[src/rtl/target_pattern_gen.sv]
// Sensor-side stimulus generator: drives the targeting lock-on sequence and the 101 abort code.
// Optional fire_in monitor (fire_seen / fire_late) is built when FIRE_CHECK_EN is defined.
module target_pattern_gen #(
   parameter int unsigned GAP_W = 4,
   parameter int unsigned DLY_W = 5
) (
   input  logic             clk,
   input  logic             rst_n,
   input  logic             start,
   input  logic [GAP_W-1:0] gap_cycles,
   input  logic [DLY_W-1:0] hit1_dly,
   input  logic [DLY_W-1:0] hit2_dly,
   input  logic             abort,
   output logic [2:0]       sensor_out,
   output logic             ready,
   output logic             busy,
   output logic             done,
   output logic             aborted
`ifdef FIRE_CHECK_EN
   ,
   input  logic             fire_in,
   output logic             fire_seen,
   output logic             fire_late
`endif
);

   localparam int unsigned CNT_W = (GAP_W > DLY_W) ? GAP_W : DLY_W;

   localparam logic [2:0] SYM_IDLE  = 3'b000;
   localparam logic [2:0] SYM_CAL   = 3'b111;
   localparam logic [2:0] SYM_LEFT  = 3'b001;
   localparam logic [2:0] SYM_RIGHT = 3'b010;
   localparam logic [2:0] SYM_HIT   = 3'b100;
   localparam logic [2:0] SYM_ABORT = 3'b101;

   typedef enum logic [3:0] {
      S_IDLE   = 4'd0,
      S_CAL1   = 4'd1,
      S_CAL2   = 4'd2,
      S_LEFT   = 4'd3,
      S_GAP    = 4'd4,
      S_RIGHT  = 4'd5,
      S_SETTLE = 4'd6,
      S_WAIT1  = 4'd7,
      S_HIT1   = 4'd8,
      S_WAIT2  = 4'd9,
      S_HIT2   = 4'd10,
      S_FIN    = 4'd11,
      S_ABORT  = 4'd12
   } state_e;

   state_e           state_q, state_d;
   logic [GAP_W-1:0] gap_q, gap_d;
   logic [DLY_W-1:0] hit1_q, hit1_d;
   logic [DLY_W-1:0] hit2_q, hit2_d;
   logic [CNT_W-1:0] cnt_q, cnt_d;
   logic [2:0]       sensor_out_q, sensor_out_d;
   logic             busy_q, busy_d;
   logic             done_q, done_d;
   logic             aborted_q, aborted_d;
   logic             accept_c;
   logic             abortable_c;

   // Next-state, config latch, delay counter and registered-output decode
   always_comb begin
      state_d      = state_q;
      gap_d        = gap_q;
      hit1_d       = hit1_q;
      hit2_d       = hit2_q;
      cnt_d        = cnt_q;
      accept_c     = 1'b0;
      abortable_c  = 1'b0;
      sensor_out_d = SYM_IDLE;
      busy_d       = 1'b0;
      done_d       = 1'b0;
      aborted_d    = 1'b0;

      case (state_q)
         S_IDLE: begin
            if (start && !abort) begin
               accept_c = 1'b1;
               gap_d    = gap_cycles;
               hit1_d   = hit1_dly;
               hit2_d   = hit2_dly;
               state_d  = S_CAL1;
            end
         end
         S_CAL1: state_d = S_CAL2;
         S_CAL2: state_d = S_LEFT;
         S_LEFT: begin
            if (gap_q != '0) begin
               state_d = S_GAP;
               cnt_d   = CNT_W'(gap_q) - CNT_W'(1);
            end else begin
               state_d = S_RIGHT;
            end
         end
         S_GAP: begin
            if (cnt_q == '0) state_d = S_RIGHT;
            else             cnt_d   = cnt_q - CNT_W'(1);
         end
         S_RIGHT: state_d = S_SETTLE;
         S_SETTLE: begin
            if (hit1_q != '0) begin
               state_d = S_WAIT1;
               cnt_d   = CNT_W'(hit1_q) - CNT_W'(1);
            end else begin
               state_d = S_HIT1;
            end
         end
         S_WAIT1: begin
            if (cnt_q == '0) state_d = S_HIT1;
            else             cnt_d   = cnt_q - CNT_W'(1);
         end
         S_HIT1: begin
            if (hit2_q != '0) begin
               state_d = S_WAIT2;
               cnt_d   = CNT_W'(hit2_q) - CNT_W'(1);
            end else begin
               state_d = S_HIT2;
            end
         end
         S_WAIT2: begin
            if (cnt_q == '0) state_d = S_HIT2;
            else             cnt_d   = cnt_q - CNT_W'(1);
         end
         S_HIT2:  state_d = S_FIN;
         S_FIN:   state_d = S_IDLE;
         S_ABORT: state_d = S_IDLE;
         default: state_d = S_IDLE;
      endcase

      // Abort wins over normal progress, but only while a sequence is on the bus
      abortable_c = (state_q != S_IDLE) && (state_q != S_FIN) && (state_q != S_ABORT);
      if (abortable_c && abort) begin
         state_d = S_ABORT;
         cnt_d   = '0;
      end

      case (state_d)
         S_CAL1, S_CAL2:  sensor_out_d = SYM_CAL;
         S_LEFT:          sensor_out_d = SYM_LEFT;
         S_RIGHT:         sensor_out_d = SYM_RIGHT;
         S_HIT1, S_HIT2:  sensor_out_d = SYM_HIT;
         S_ABORT:         sensor_out_d = SYM_ABORT;
         default:         sensor_out_d = SYM_IDLE;
      endcase

      busy_d    = (state_d != S_IDLE) && (state_d != S_FIN);
      done_d    = (state_d == S_FIN);
      aborted_d = (state_q == S_ABORT);
   end

   always_ff @(posedge clk or negedge rst_n) begin
      if (!rst_n) begin
         state_q      <= S_IDLE;
         gap_q        <= '0;
         hit1_q       <= '0;
         hit2_q       <= '0;
         cnt_q        <= '0;
         sensor_out_q <= SYM_IDLE;
         busy_q       <= 1'b0;
         done_q       <= 1'b0;
         aborted_q    <= 1'b0;
      end else begin
         state_q      <= state_d;
         gap_q        <= gap_d;
         hit1_q       <= hit1_d;
         hit2_q       <= hit2_d;
         cnt_q        <= cnt_d;
         sensor_out_q <= sensor_out_d;
         busy_q       <= busy_d;
         done_q       <= done_d;
         aborted_q    <= aborted_d;
      end
   end

   assign sensor_out = sensor_out_q;
   assign busy       = busy_q;
   assign done       = done_q;
   assign aborted    = aborted_q;
   assign ready      = (state_q == S_IDLE);

`ifdef FIRE_CHECK_EN
   logic [1:0] win_q, win_d;
   logic       fire_seen_q, fire_seen_d;
   logic       fire_late_q, fire_late_d;
   logic       win_act_c;

   // Legal fire window spans FIN and the two cycles after it; win_q counts the tail
   always_comb begin
      win_d       = win_q;
      fire_seen_d = fire_seen_q;
      fire_late_d = fire_late_q;
      win_act_c   = (state_q == S_FIN) || (win_q != 2'd0);

      if (state_q == S_FIN)    win_d = 2'd2;
      else if (win_q != 2'd0)  win_d = win_q - 2'd1;

      if (accept_c) begin
         win_d       = 2'd0;
         fire_seen_d = 1'b0;
         fire_late_d = 1'b0;
      end else if (fire_in) begin
         if (win_act_c)   fire_seen_d = 1'b1;
         else if (busy_q) fire_late_d = 1'b1;
      end
   end

   always_ff @(posedge clk or negedge rst_n) begin
      if (!rst_n) begin
         win_q       <= 2'd0;
         fire_seen_q <= 1'b0;
         fire_late_q <= 1'b0;
      end else begin
         win_q       <= win_d;
         fire_seen_q <= fire_seen_d;
         fire_late_q <= fire_late_d;
      end
   end

   assign fire_seen = fire_seen_q;
   assign fire_late = fire_late_q;
`endif

endmodule
[config.mk]
export PLATFORM = sky130hd
export DESIGN_NAME = target_pattern_gen
export DESIGN_NICKNAME = d
export VERILOG_FILES = /design/src/rtl/target_pattern_gen.sv
export SDC_FILE = /design/constraint.sdc
export NUM_CORES = 1
export LEC_CHECK = 0
export CAP_MARGIN = 20
export CORE_ASPECT_RATIO = 0.6
export CORE_UTILIZATION = 25
export CTS_CLUSTER_SIZE = 25
export DETAILED_ROUTE_END_ITERATION = 8
export PLACE_DENSITY_LB_ADDON = 0.08
export SLEW_MARGIN = 20
export SYNTH_ARGS = -nofsm -noshare
export SYNTH_HDL_FRONTEND = slang
export SYNTH_SLANG_ARGS = --single-unit
export TNS_END_PERCENT = 30
[constraint.sdc]
create_clock -name clk -period 5.9 [get_ports clk]
set_input_delay 0.885 -clock clk [delete_from_list [all_inputs] [get_ports clk]]
set_output_delay 0.885 -clock clk [all_outputs]
set_load 0.02 [all_outputs]
# --- Word-level counts from Yosys, hierarchy flattened ---
# Cells that the tools add are included.
word_totals:
  reg_bits: 29
  in_bits: 18
  output_inout_bits: 7
  wordCells: 74
classes:
  add_sub_neg: 4
  eq_ne: 26
  muxes: 16
  n_reduce_logical: 19
ops:
  columns: ["op", "n"]
  rows:
  - ["$pmux 4 s11", 1]
  - ["$eq 4x4->1 const B", 8]
  - ["$mux 5", 5]
  - ["$mux 4", 6]
  - ["$eq 4x3->1 const B", 5]
  - ["$pmux 5 s4", 1]
  - ["$eq 4x2->1 const B", 4]
  - ["$pmux 3 s5", 1]
  - ["$reduce_bool 5->1", 3]
  - ["$sub 5x1->5 const B", 3]
  - ["$ne 4x4->1 const B", 3]
  - ["$reduce_bool 4->1", 3]
  - ["$ne 3x3->1 const B", 3]
  - ["$eq 4x1->1 const B", 2]
  - ["$logic_and 1x1->1", 5]
  - ["$logic_not 5->1", 1]
  - ["$reduce_and 5->1", 1]
  - ["$sub 4x1->5 const B", 1]
  - ["$logic_not 4->1", 1]
  - ["$reduce_or 2->1", 2]
  - ["$ne 3x2->1 const B", 1]
  - ["$reduce_or 3->1", 1]
  - ["$mux 2", 1]
  - ["$reduce_and 2->1", 1]
  - ["other kinds (2)", 2]

# --- Logic depth before layout (Yosys ltp) ---
logic_depth:
  word_depth: 8
  ltp_mapped: 13
  ltp_nobuf: 10

# --- Least setup slack after synthesis ---
# Ideal clock, no wire load.
synth_timing:
  path_type: "register to register"
  start: "reg, netlist name cnt_q[1]"
  end: "reg gap_q[0]"
  setup_time_ns: 0.125
  arrival_ns: 2.682
  setup_slack_ns: 3.093
  stages_incl_launch_ff: 11
  n_path_buf: 3
  path_cell_list: "dfrtp_1 > or4_1 > buf_2 > o31a_1 > o21a_1 > or2_1 > buf_6 > a311oi_4 > nand3_4 > buf_6 > mux2_4"
synth_lines:
  columns: ["item", "line_no", "text"]
  rows:
  - ["to (signal assigned)", "167", "gap_q <= gap_d;"]
  - ["to (decl)", "53", "logic [GAP_W-1:0] gap_q, gap_d;"]

# --- Final worst setup path ---
layout_timing:
  start: "reg state_q[3]"
  end: "reg cnt_q[4]"
layout_between:
  elab_chain_cells: 6
  elab_cells_between_ends: 21
layout_rtl:
  columns: ["item", "line_no", "text"]
  rows:
  - ["from (decl)", "52", "state_e state_q, state_d;"]
  - ["from (signal assigned)", "166", "state_q <= state_d;"]
  - ["$ne 4x4->1 / $reduce_bool 4->1 (equally long branches)", "134", "abortable_c = (state_q != S_IDLE) && (state_q != S_FIN) && (state_q != S_ABORT);"]
  - ["$logic_and 1x1->1 (2 in series)", "134", null]
  - ["$logic_and 1x1->1", "135", "if (abortable_c && abort) begin"]
  - ["$ne 3x3->1 (no line), or another cell as far along", null, null]
  - ["$reduce_and 5->1 (no line)", null, null]
  - ["to (signal assigned)", "170", "cnt_q <= cnt_d;"]
  - ["to (decl)", "56", "logic [CNT_W-1:0] cnt_q, cnt_d;"]
# Several ways; a longest one is shown, not always the timed one.
# A chain may end at the register's enable or synchronous reset.

==> impl_metrics.json <==
{
  "outcome": "completed",
  "dr.pass1.iters": 4,
  "hold_buffers": 0,
  "synth_area_mm2": 0.002009,
  "comb_power_share": 0.547,
  "ys_seq_elements": 29,
  "internal_power_mw": 0.8908,
  "io_pins": 25,
  "grt_pass1_vias": 1638,
  "gp_congestion": 0.7974,
  "grt_pass1_wl_um": 9549,
  "ys.flop_type": "dfrtp_1",
  "post_cts.repair.setup_buffers": 0,
  "place.detailed.hpwl_um": 4050,
  "crit_type": "register to register",
  "yosysTopAreaCellShare": 0.3611,
  "path_clk_slew_ns": 0.05,
  "cts_root_buf": "clkbuf_16",
  "wl_um": 5648,
  "antenna_found_initial": 0,
  "total_power_mw": 1.590,
  "hp-class": "register to register",
  "drc_errors": 0,
  "vdd_drop_max_v": 0.0001739,
  "total_leakage_power_nw": 1.007,
  "synthTopCellsByArea": "dfrtp_1 36%, mux2_4 6.7%, o21ai_0 3.7%",
  "clock-sinks": 29,
  "final_antenna_net_count": 0,
  "fillers": 801,
  "cts_tree": "built",
  "synth-adder-area-share": 0.006227,
  "synth_top_cell_by_area": "dfrtp_1",
  "synth-simple-area-share": 0.2671,
  "rsz0062_at_grt": "no",
  "fp.dieH_um": 71.45,
  "drv_cap": 0,
  "p_per_area_mw_per_mm2": 637.3,
  "syn_avg_cell_area_um2": 9.092,
  "cts_buffer_depth": 2,
  "design_area_mm2": 0.002495,
  "worst_ep_arrival_time_ns": 3.34,
  "timing.final.crit_share": 0.5391,
  "finClkSkew_ns": 0.001471,
  "net-switching-power_mw": 0.6993,
  "synth_compound_area_frac": 0.2073,
  "p_clk_frac": 0.189,
  "initial_utilization": 0.2677,
  "htreeDepth": 2,
  "yosys.cell_types.count": 56,
  "dpl_cell_area_mm2": 0.002322,
  "die_area_mm2": 0.008412,
  "finalHoldViolations": 0,
  "core_area_mm2": 0.007507,
  "worstMarginPinSlew_ns": 0.9469,
  "rows": 24,
  "max_slew_margin": 0.3687,
  "drive_above_1_share": 0.1297,
  "synth_edf_count": 0,
  "grt_max_degree": 36,
  "yosys_warnings": 0,
  "max_freq_ghz": 0.3144,
  "async_flop_share": 1.000,
  "cts_resized": 0,
  "met3_usage": 0.04140,
  "synth_cells": 221,
  "use_met2": 0.1869,
  "seq_area_frac_synth": 0.3611,
  "cp.required_ns": 6.05,
  "pwr-share-seq": 0.264,
  "power.share.switching": 0.4398,
  "die_x_um": 117.7,
  "cts_buffers": 5,
  "grtUsageMet1": 0.2429,
  "start_kind": "register",
  "num_vias": 1733,
  "synth-xor-area-share": 0.004359,
  "drv_slew": 0,
  "drt_iter0_drc": 143,
  "synthMuxAreaShare": 0.09527,
  "grt-ovfl-total": 0,
  "period_needed_ns": 3.181,
  "grt_usage": 0.1523,
  "setup_tns_ns": 0,
  "syn-num-nets": 240,
  "portBuffers": 24,
  "wl_per_cell_um": 16.47,
  "crit_path_max_fanout": 26,
  "vias_per_cell": 5.052,
  "area_growth_pct": 24.16,
  "diodes": 0,
  "crit_path_end_kind": "register",
  "busiest_layer": "met1",
  "final_net_count": 257,
  "clk-insertion-delay-late_ns": 0.28,
  "setup_viol_count_final": 0,
  "synth_top_family_by_area": "simple AND/OR/NAND/NOR gates"
}
metal layers:
layer,wire (um),share of wire
met5,0,0
met4,82,0.015
met3,337,0.060
met2,2076,0.37
met1,3151,0.56
synth_stat cells, types with 3 or more instances:
library cell	number
o31ai_1	5
nor3b_1	3
nor2_1	16
mux2_4	9
o211ai_1	3
nor4bb_1	3
a21oi_1	8
inv_1	10
o2111ai_1	3
clkbuf_1	13
a31oi_1	4
or2_2	3
dfrtp_1	29
nand2b_1	4
nand2_1	10
o21ai_0	15
nor3_1	8
mux2_2	5
a22oi_1	3
nor4_1	3
nor2b_1	7
and3_1	6
nand3_1	10
final timing paths:
check | from | to | slack (ns) | cells past startpoint
setup / recovery | state_q[3]$_DFF_PN0_ | cnt_q[4]$_DFFE_PN0P_ | 2.72 | 10
hold reg to reg | hit2_q[4]$_DFFE_PN0P_ | hit2_q[4]$_DFFE_PN0P_ | 0.54 | 1
hold / removal | hit2_q[4]$_DFFE_PN0P_ | hit2_q[4]$_DFFE_PN0P_ | 0.54 | 1
setup reg to reg | state_q[3]$_DFF_PN0_ | cnt_q[4]$_DFFE_PN0P_ | 2.72 | 10
min in group asynchronous | rst_n | cnt_q[4]$_DFFE_PN0P_ | 1.00 | 2
max in group asynchronous | rst_n | cnt_q[2]$_DFFE_PN0P_ | 4.61 | 2
worst max-delay path, cell delays in order, from the launching register on:
cell	delay (ns)
dfrtp_1	0.89
and4b_1	0.29
a211oi_2	0.56
o2111ai_1	0.26
inv_1	0.10
ha_1	0.20
o21ai_0	0.10
nor3_1	0.32
nor2_1	0.06
o21ai_0	0.17
a31oi_1	0.09
cells by family (layout without fill, tap and decap cells):
| logic type | count (synthesis) | after routing |
|---|---|---|
| adder cells (fa/ha/maj) | 1 | 1 |
| XOR/XNOR | 1 | 1 |
| flip-flops | 29 | 29 |
| buffers and inverters | 27 | 45 |
| AND/OR/NAND/NOR | 91 | 91 |
| multiplexers | 14 | 14 |
| AO/OA/AOI/OAI | 58 | 58 |
flip-flops by register name (all words and copies together), names as in the netlist:
| name | cells |
|---|---|
| hit2_q | 5 |
| done | 1 |
| state_q | 4 |
| hit1_q | 5 |
| gap_q | 4 |
| aborted | 1 |
| sensor_out | 3 |
| busy | 1 |
| cnt_q | 5 |
power by group through the flow:
stage / Clock, mW / Sequential (mW) / Combinational [mW]
floorplan: 0 / 0.370 / 0.680
global placement: 0 / 0.426 / 0.875
detailed placement: 0 / 0.425 / 0.865
CTS: 0.311 / 0.422 / 0.869
global route: 0.322 / 0.442 / 0.972
finish: 0.300 / 0.420 / 0.870
through the flow:
step	hold WS (ns)	worst slack (ns)	util	instances
after global routing	0.5807	2.318	0.3323	343
after detailed placement	0.5360	2.582	0.3093	335
after global placement	0.5354	2.612	0.3093	335
after floorplan	0.4939	3.093	-	221
final	0.5375	2.719	0.3323	343
after CTS	0.5506	2.703	0.3323	343
cell type report:
| type | count | area [um^2] | area share |
|---|---|---|---|
| multi-input cells | 165 | 1166 | 0.4674 |
| repair buffers | 27 | 262.8 | 0.1053 |
| inverters | 10 | 37.54 | 0.01505 |
| well taps | 104 | 130.1 | 0.05216 |
| clock buffers | 7 | 142.6 | 0.05717 |
| clock inverters | 1 | 30.03 | 0.01204 |
| flip-flops and latches | 29 | 725.7 | 0.2909 |
cell usage in the layout (no fill, tap or decap), drive strengths merged, types with 4 or more instances in the layout:
cell	instances
nand2	10
nor3	8
nand2b	4
a31oi	4
or2	4
inv	10
nor2b	7
clkbuf	7
a21oi	8
and3	6
nor2	16
dfrtp	29
mux2	14
clkdlybuf4s50	24
o21ai	15
o31ai	5
nand3	11
No activity file was read; power rests on OpenSTA's default activity.
